==> config.mk <==
export PLATFORM = sky130hd
export DESIGN_NAME = alarm_ctrl
export DESIGN_NICKNAME = d
export VERILOG_FILES = /design/src/rtl/alarm_pkg.sv /design/src/rtl/tick_timer.sv /design/src/rtl/alarm_ctrl.sv
export SDC_FILE = /design/constraint.sdc
export NUM_CORES = 1
export LEC_CHECK = 0
export ABC_AREA = 0
export CAP_MARGIN = 10
export CORE_MARGIN = 2
export CORE_UTILIZATION = 30
export DETAILED_ROUTE_END_ITERATION = 12
export PLACE_DENSITY = 0.59
export SETUP_SLACK_MARGIN = 0.3
export SLEW_MARGIN = 20
export SYNTH_ARGS = -nofsm -noshare
export SYNTH_HDL_FRONTEND = slang
export SYNTH_HIERARCHICAL = 1
export SYNTH_SLANG_ARGS = --single-unit
==> constraint.sdc <==
create_clock -name clk -period 1.7 [get_ports clk]
set_clock_uncertainty 0.1 [all_clocks]
set_input_delay 0.51 -clock clk [delete_from_list [all_inputs] [get_ports clk]]
set_output_delay 0.51 -clock clk [all_outputs]
set_load 0.02 [all_outputs]
==> src/rtl/alarm_pkg.sv <==
// Shared state encoding, time limits and helpers for the alarm controller.
package alarm_pkg;

   typedef enum logic [1:0] {
      ST_OFF     = 2'd0,
      ST_ARMED   = 2'd1,
      ST_RINGING = 2'd2,
      ST_SNOOZE  = 2'd3
   } alarm_state_t;

   localparam int HOUR_MAX = 23;
   localparam int MIN_MAX  = 59;
   localparam int TIMER_W  = 9;

   function automatic logic time_valid(input logic [4:0] hour, input logic [5:0] min);
      return (int'(hour) <= HOUR_MAX) && (int'(min) <= MIN_MAX);
   endfunction

endpackage

==> src/rtl/tick_timer.sv <==
// 9-bit tick counter with synchronous clear; pulses done on the tick that reaches LIMIT.
module tick_timer
   import alarm_pkg::*;
#(
   parameter int LIMIT = 60
) (
   input  logic clk,
   input  logic rst,
   input  logic clr,
   input  logic tick,
   output logic done
);

   localparam logic [TIMER_W-1:0] LAST = TIMER_W'(LIMIT - 1);

   logic [TIMER_W-1:0] count;

   assign done = tick && !clr && (count == LAST);

   // NOTE: sequential state uses non-blocking assignments so every flop samples pre-edge values.
   always_ff @(posedge clk or negedge rst) begin
      if (!rst) begin
         count <= '0;
      end else if (clr || done) begin
         count <= '0;
      end else if (tick) begin
         count <= count + 1'b1;
      end
   end

endmodule

==> src/rtl/alarm_ctrl.sv <==
// Alarm controller: arms, rings on a minute match, auto-stops after RING_SEC ticks.
// Snooze support is built only when ALARM_SNOOZE_EN is defined.
module alarm_ctrl
   import alarm_pkg::*;
#(
   parameter int RING_SEC   = 60,
   parameter int SNOOZE_SEC = 300
) (
   input  logic       clk,
   input  logic       rst,
   input  logic       set,
   input  logic [4:0] hour_in,
   input  logic [5:0] min_in,
   input  logic       en,
   input  logic       tick,
   input  logic [4:0] hour_now,
   input  logic [5:0] min_now,
   input  logic [5:0] sec_now,
   input  logic       stop,
   input  logic       snooze,
   output logic       ring,
   output logic [1:0] state,
   output logic [4:0] alarm_hour,
   output logic [5:0] alarm_min
);

   alarm_state_t cur_state, next_state;
   logic         match, ring_done, snooze_done, snooze_req;

   // sec_now==0 lasts a single tick, so a match can fire at most once per minute.
   assign match = tick && (hour_now == alarm_hour) && (min_now == alarm_min) &&
                  (sec_now == 6'd0);

   tick_timer #(.LIMIT(RING_SEC)) u_ring_timer (
      .clk  (clk),
      .rst  (rst),
      .clr  (cur_state != ST_RINGING),
      .tick (tick),
      .done (ring_done)
   );

`ifdef ALARM_SNOOZE_EN
   assign snooze_req = snooze;

   tick_timer #(.LIMIT(SNOOZE_SEC)) u_snooze_timer (
      .clk  (clk),
      .rst  (rst),
      .clr  (cur_state != ST_SNOOZE),
      .tick (tick),
      .done (snooze_done)
   );
`else
   logic unused_snooze;
   assign unused_snooze = snooze ^ (SNOOZE_SEC == 0);
   assign snooze_req    = 1'b0;
   assign snooze_done   = 1'b0;
`endif

   // NOTE: next_state gets its default first so no path through this block infers a latch.
   always_comb begin
      next_state = cur_state;
      if (!en) begin
         next_state = ST_OFF;
      end else if (set) begin
         next_state = ST_ARMED;
      end else if (stop && (cur_state == ST_RINGING || cur_state == ST_SNOOZE)) begin
         next_state = ST_ARMED;
      end else if (snooze_req && cur_state == ST_RINGING) begin
         next_state = ST_SNOOZE;
      end else begin
         case (cur_state)
            ST_OFF:     next_state = ST_ARMED;
            ST_ARMED:   if (match)       next_state = ST_RINGING;
            ST_RINGING: if (ring_done)   next_state = ST_ARMED;
            ST_SNOOZE:  if (snooze_done) next_state = ST_RINGING;
            default:    next_state = ST_OFF;
         endcase
      end
   end

   always_ff @(posedge clk or negedge rst) begin
      if (!rst) begin
         cur_state  <= ST_OFF;
         ring       <= 1'b0;
         alarm_hour <= '0;
         alarm_min  <= '0;
      end else begin
         cur_state <= next_state;
         ring      <= (next_state == ST_RINGING);
         if (set && time_valid(hour_in, min_in)) begin
            alarm_hour <= hour_in;
            alarm_min  <= min_in;
         end
      end
   end

   assign state = cur_state;

endmodule

==> impl_metrics.py, run 1 <==
metrics = {
    "outcome": {
        "run_status": "finished with violations",
        "violations": "setup timing",
    },
    "global_routing": {
        "grt_max_degree": 24,
        "grt_usage": 0.164,
        "top_usage_layer": "met2",
        "grt.overflow.total": 0,
        "grt_pass1_vias": 1305,
        "grtUsageMet3": 0.0329,
        "grt_use_met2": 0.307,
        "grt_first_pass_wirelength_um": 5710,
        "antenna_found_initial": 0,
        "grt_use_met1": 0.185,
    },
    "drt": {
        "drt_iter0_drc": 53,
        "vias": 1209,
        "vias_per_cell": 5.00,
        "wire_per_inst_um": 15.1,
        "drc": 0,
        "drt_first_pass_iters": 4,
        "drt-total-wl_um": 3660,
        "drtAntennaViolNets": 0,
    },
    "logic_synthesis": {
        "synth_area_per_cell_um2": 10.7,
        "yosys.area.top_type": "dfrtp_1",
        "ys_seq_area_frac": 0.467,
        "synth_edf_count": 0,
        "yosys.area.top_type_share": 0.467,
        "syn-instance-count": 115,
        "ys_seq_elements": 23,
        "synth-main-ff-cell": "dfrtp_1",
        "post-synth-top-count-cell": "dfrtp_1",
        "synth_cell_type_count": 34,
        "yosys_warnings": 6,
        "ys_top_cells_by_area": "dfrtp_1 (47%), xor2_1 (9.2%), mux2_2 (8.2%), nor4_1 (3.0%), nand4_1 (2.5%)",
        "syn-cell-area_um2": 1230,
        "postSynthNetCount": 151,
        "synth_common_cells": "dfrtp_1 (23), xor2_1 (13), mux2_2 (9), nand2_1 (7), nor2_1 (7)",
        "synth-async-reset-ratio": 1.00,
    },
    "pwr": {
        "leakagePower_nw": 1.01,
        "p_sw_uw": 409,
        "ir_drop_mv": 0.395,
        "powerDensity_nw_per_um2": 645,
        "power.internal_mw": 1.02,
        "pwr-share-comb": 0.327,
        "clockPowerShare": 0.235,
        "swShare": 0.285,
        "p_seq_frac": 0.439,
    },
    "critical_path": {
        "cp-start-kind": "register",
        "critPathArrivalTime_ps": 1820,
        "critPathBufInv": 1,
        "critPathKind": "reg -> reg",
        "cp-end-kind": "register",
        "slowest_delay_ps": 530,
        "crit_family": "simple AND/OR/NAND/NOR gates",
        "path_cells": "ha_4 -> or4b_4 -> nor3_4 -> inv_2 -> nand2b_4 -> o21ai_2 -> a31oi_1",
        "cp_slowest_cell": "or4b_4",
        "crit_required_ps": 1780,
        "worstPathMaxFanout": 4,
    },
    "finish": {
        "stdcell_count": 242,
        "drive_above_1_share": 0.474,
        "insertedDiodeCount": 0,
        "fillers": 359,
        "nNetsFinal": 229,
        "areaGrowthSynthToFinish_pct": 80.7,
    },
    "timing": {
        "rsz0062_at_grt": "true",
        "finalHoldViolCount": 0,
        "finalSetupViolCount": 2,
        "fmax_ghz": 0.575,
        "slew_headroom": 0.757,
        "setup_ws_ps": -39.7,
        "slew_violations": 0,
        "period_minus_slack_ps": 1740,
        "tightest_slew_ps": 364,
        "period_share": 1.02,
    },
    "floorplanning": {
        "dieArea_um2": 4630,
        "ios": 49,
        "rows": 23,
        "die_x_um": 68.1,
        "die_h_um": 68.1,
        "start_util": 0.310,
        "core_um2": 3970,
    },
    "cts": {
        "cts-root-buf": "clkbuf_8",
        "clock_latency_ps": 260,
        "clkSinkCount": 23,
        "cts_buffers": 3,
        "cts_tree": "done",
        "cts_buffer_depth": 2,
        "cts_max_level": 1,
        "cts.reportedPaths.clkPinSlew_ps": 80,
    },
    "placed_design": {
        "placed_cells": 231,
        "preCtsSetupSlack_ps": -375,
        "hpwlAfterDp_um": 2640,
        "gp_congestion": 0.812,
        "portBuffers": 47,
    },
    "min_path": {
        "hp-class": "in -> reg",
    },
    "flow_run": {
        "maxCapViolCount": 0,
    },
}
==> per-stage QoR <==
stage | hold WS [ps] | utilization | area, um^2 | setup TNS (ps) | total power, mW
2_1_floorplan | 114 | - | 1300 | -128 | 0.810
3_3_place_gp | 434 | 0.496 | 1970 | -6530 | 1.05
3_5_place_dp | 429 | 0.496 | 1970 | -6880 | 1.06
4_1_cts | 393 | 0.527 | 2090 | -85.8 | 1.43
5_1_grt | 382 | 0.560 | 2220 | -323 | 1.52
6_report | 400 | 0.560 | 2220 | -75.1 | 1.43
==> metal layers <==
layer  up-vias  share of wire
met5         -              0
met4         0         0.0063
met3         4          0.050
met2        39           0.54
met1       591           0.41
li1        575              -
==> power by group through the flow <==
stage          sequential, mW  combinational (mW)  clock (mW)
2_1_floorplan           0.679               0.131           0
3_3_place_gp            0.629               0.422           0
3_5_place_dp            0.630               0.426           0
4_1_cts                 0.626               0.445       0.355
5_1_grt                 0.635               0.497       0.385
6_report                0.629               0.469       0.336
==> path summary, 6_finish.rpt <==
check / start / to / slack, ps / depth (start not counted)
hold reg to reg: alarm_hour[3] / alarm_hour[3] / 470 / 1
min in group asynchronous: rst / u_ring_timer/count[6] / 510 / 2
setup / recovery: u_ring_timer/count[0] / state[0] / -40 / 7
setup reg to reg: u_ring_timer/count[0] / state[0] / -40 / 7
max in group asynchronous: rst / alarm_min[2] / 730 / 2
hold / removal: min_in[2] / alarm_min[2] / 400 / 2
==> cells by family after synthesis <==
group | count (synthesis) | share of synthesized area
AOI/OAI and AO/OA | 22 | 0.120
xor gates and xnor gates | 14 | 0.0996
adders and majority gates | 1 | 0.0102
buffers and inverters | 5 | 0.0193
DFF | 23 | 0.467
muxes | 10 | 0.0904
and+or+nand+nor | 40 | 0.193
==> flip-flops by register name, summed over array words and instances (netlist names) <==
register and flops:
state 2, alarm_hour 5, alarm_min 6, ring 1, u_ring_timer/count 9
==> placed cells by master, fill, tap and decap left out, drive strengths merged, types with 3 or more instances in the layout <==
cell / netlist / layout
or3: 4 / 4
mux2: 9 / 9
xor2: 13 / 13
dlygate4sd2: 0 / 3
o21ai: 4 / 4
clkbuf: 0 / 4
nor2: 7 / 7
a21oi: 6 / 6
dfrtp: 23 / 23
buf: 2 / 46
nor4: 6 / 6
nand2: 7 / 7
nand4: 6 / 6
clkdlybuf4s50: 0 / 18
dlymetal6s2s: 0 / 6
inv: 3 / 3
==> timing repair <==
action                                  CTS  global route
setup buffers                             5             2
pin swaps                                10            10
hold buffers                              0             0
gates resized for setup                 114            31
endpoints found under the setup margin   37            26
==> final cells by class <==
type / count / area, um^2 / area share
Sequential cell: 23 / 582 / 0.262
Inverter: 3 / 11.3 / 0.00506
Tap cell: 50 / 62.6 / 0.0281
Timing Repair Buffer: 75 / 698 / 0.314
Multi-Input combinational cell: 87 / 826 / 0.371
Clock buffer: 4 / 45.0 / 0.0202
(Power assumes the default switching activity.)
==> run 2: changes to the inputs <==
--- a/config.mk
+++ b/config.mk
@@ -10,6 +10,7 @@
 export CORE_MARGIN = 2
 export CORE_UTILIZATION = 30
 export DETAILED_ROUTE_END_ITERATION = 12
+export GPL_TIMING_DRIVEN = 0
 export PLACE_DENSITY = 0.59
 export SETUP_SLACK_MARGIN = 0.3
 export SLEW_MARGIN = 20
==> impl_metrics.py, run 2 (synthesis results as in run 1) <==
metrics = {
    "outcome": {
        "run_status": "finished with violations",
        "violations": "setup timing",
    },
    "cts": {
        "clock_latency_ps": 260,
        "cts_buffer_depth": 2,
        "cts.reportedPaths.clkPinSlew_ps": 80,
        "cts-root-buf": "clkbuf_8",
        "clkSinkCount": 23,
        "cts_buffers": 3,
        "cts_tree": "done",
        "cts_max_level": 1,
        "postCtsHoldBufs": 0,
    },
    "timing": {
        "finalSetupViolCount": 8,
        "tightest_slew_ps": 524,
        "timing.hold.ws_ps": 120,
        "setup_ws_ps": -63.7,
        "period_share": 1.04,
        "fmax_ghz": 0.567,
        "finalHoldViolCount": 0,
        "period_minus_slack_ps": 1760,
        "rsz0062_at_grt": "true",
        "slew_violations": 0,
        "slew_headroom": 0.650,
    },
    "finish": {
        "final_cell_mix": "clkdlybuf4s50_1 (24), dfrtp_1 (19), buf_6 (18)",
        "fillers": 356,
        "drive_above_1_share": 0.404,
        "fin_area_um2": 2080,
        "multiInputGateArea_um2": 767,
        "areaGrowthSynthToFinish_pct": 68.8,
        "largest_reg_flops": 9,
        "insertedDiodeCount": 0,
        "top_regs": "u_ring_timer/count: 9 flops, alarm_min: 6 flops, alarm_hour: 5 flops",
        "final_common_cell": "clkdlybuf4s50_1",
        "seq_area_um2": 581,
        "largest-register": "u_ring_timer/count",
        "stdcell_count": 233,
        "nNetsFinal": 220,
    },
    "global_routing": {
        "grt_pass1_vias": 1196,
        "grt_first_pass_wirelength_um": 5240,
        "antenna_found_initial": 0,
        "grt_use_met2": 0.278,
        "grtUsageMet3": 0.0296,
        "grt_max_degree": 24,
        "top_usage_layer": "met2",
        "grt.overflow.total": 0,
        "grt_use_met1": 0.180,
        "grt_usage": 0.153,
    },
    "drt": {
        "drc": 0,
        "drt-total-wl_um": 3560,
        "drt_first_pass_iters": 4,
        "vias": 1166,
        "drt_iter0_drc": 53,
        "wire_per_inst_um": 15.3,
        "drtAntennaViolNets": 0,
        "vias_per_cell": 5.00,
    },
    "floorplanning": {
        "core_um2": 3970,
        "rows": 23,
        "dieArea_um2": 4630,
        "die_x_um": 68.1,
        "ios": 49,
        "die_h_um": 68.1,
        "start_util": 0.310,
    },
    "placed_design": {
        "placed_area_um2": 1830,
        "preCtsSetupSlack_ps": -414,
        "hpwlAfterDp_um": 2470,
        "gp_congestion": 0.789,
        "portBuffers": 47,
        "placed_cells": 212,
    },
    "pwr": {
        "powerDensity_nw_per_um2": 663,
        "ir_drop_mv": 0.338,
        "leakagePower_nw": 0.901,
    },
    "min_path": {
        "hp-class": "in -> async",
    },
    "critical_path": {
        "critPathBufInv": 1,
        "critPathKind": "reg -> reg",
        "slowest_delay_ps": 500,
        "setup.worst_path.end": "u_ring_timer/count[4]",
        "cp_slowest_cell": "or4b_4",
        "path_cells": "nand2b_4 -> or4b_4 -> buf_6 -> o311ai_4 -> a31oi_1",
        "r2r-start": "state[0]",
        "reg2reg_slack_ps": -60,
        "cp-end-kind": "register",
        "reg2regPathDepth": 5,
        "worstPathMaxFanout": 3,
        "critPathArrivalTime_ps": 1790,
        "crit_required_ps": 1730,
        "cp-startpoint": "state[0]",
        "cp-start-kind": "register",
        "r2r_end": "u_ring_timer/count[4]",
        "crit_family": "simple AND/OR/NAND/NOR gates",
        "crit_cells": 5,
    },
    "flow_run": {
        "maxCapViolCount": 0,
    },
}
-- run 2: cell count changes in the layout (fill, tap and decap cells not counted), moves of 2 or more --
cell / change
buf_4: -12
clkdlybuf4s50_1: +6
dlymetal6s2s_1: -6
xor2_1: +4
xor2_2: -4
buf_2: +3
buf_6: +2
nor4_1: +2
-- run 2: worst min-delay path by stage --
| stage | to | slack, ps |
|---|---|---|
| CTS | alarm_min[3] | 400 |
| finish | u_ring_timer/count[5] | 120 |
| floorplan | alarm_hour[0] | 110 |
| global placement | alarm_hour[4] | 430 |
| global route | u_ring_timer/count[7] | 160 |
| detailed placement | alarm_hour[4] | 450 |
-- run 2: metal layers --
metal  routed length [um]  share of wire
met5                    0              0
met4                   29         0.0082
met3                  146          0.041
met2                 1930           0.54
met1                 1450           0.41
-- run 2: layout make-up --
| type | count | share of cell area |
|---|---|---|
| Buffer | 2 | 0.0108 |
| Clock buffer | 4 | 0.0217 |
| Inverter | 3 | 0.00542 |
| Multi-Input combinational cell | 87 | 0.369 |
| Sequential cell | 23 | 0.279 |
| Tap cell | 50 | 0.0301 |
| Timing Repair Buffer | 64 | 0.284 |
-- run 2: worst register-to-register path, cell delays in order, from the launching register on --
cell and delay (ps):
dfrtp_2 400, nand2b_4 140, or4b_4 500, buf_6 150, o311ai_4 210, a31oi_1 130
-- run 2: what timing repair did --
| item | in CTS | in global routing |
|---|---|---|
| cloned | 1 | 0 |
| gates resized for setup | 111 | 19 |
| buffers inserted | 11 | 5 |
| pin swaps | 14 | 9 |
| setup endpoints to repair | 60 | 30 |
-- run 2: per-stage QoR --
stage	setup TNS, ps	utilization	power [mW]
after detailed placement	-12990	0.462	1.02
after global routing	-600	0.523	1.45
final	-177	0.523	1.38
after global placement	-12720	0.462	1.01
after floorplan	-128	-	0.810
after CTS	-662	0.499	1.38
-- run 2: power by group --
| group | internal [mW] | switching [mW] |
|---|---|---|
| logic | 0.244 | 0.173 |
| clock network | 0.167 | 0.164 |
| registers | 0.586 | 0.0443 |
| total | 0.997 | 0.381 |
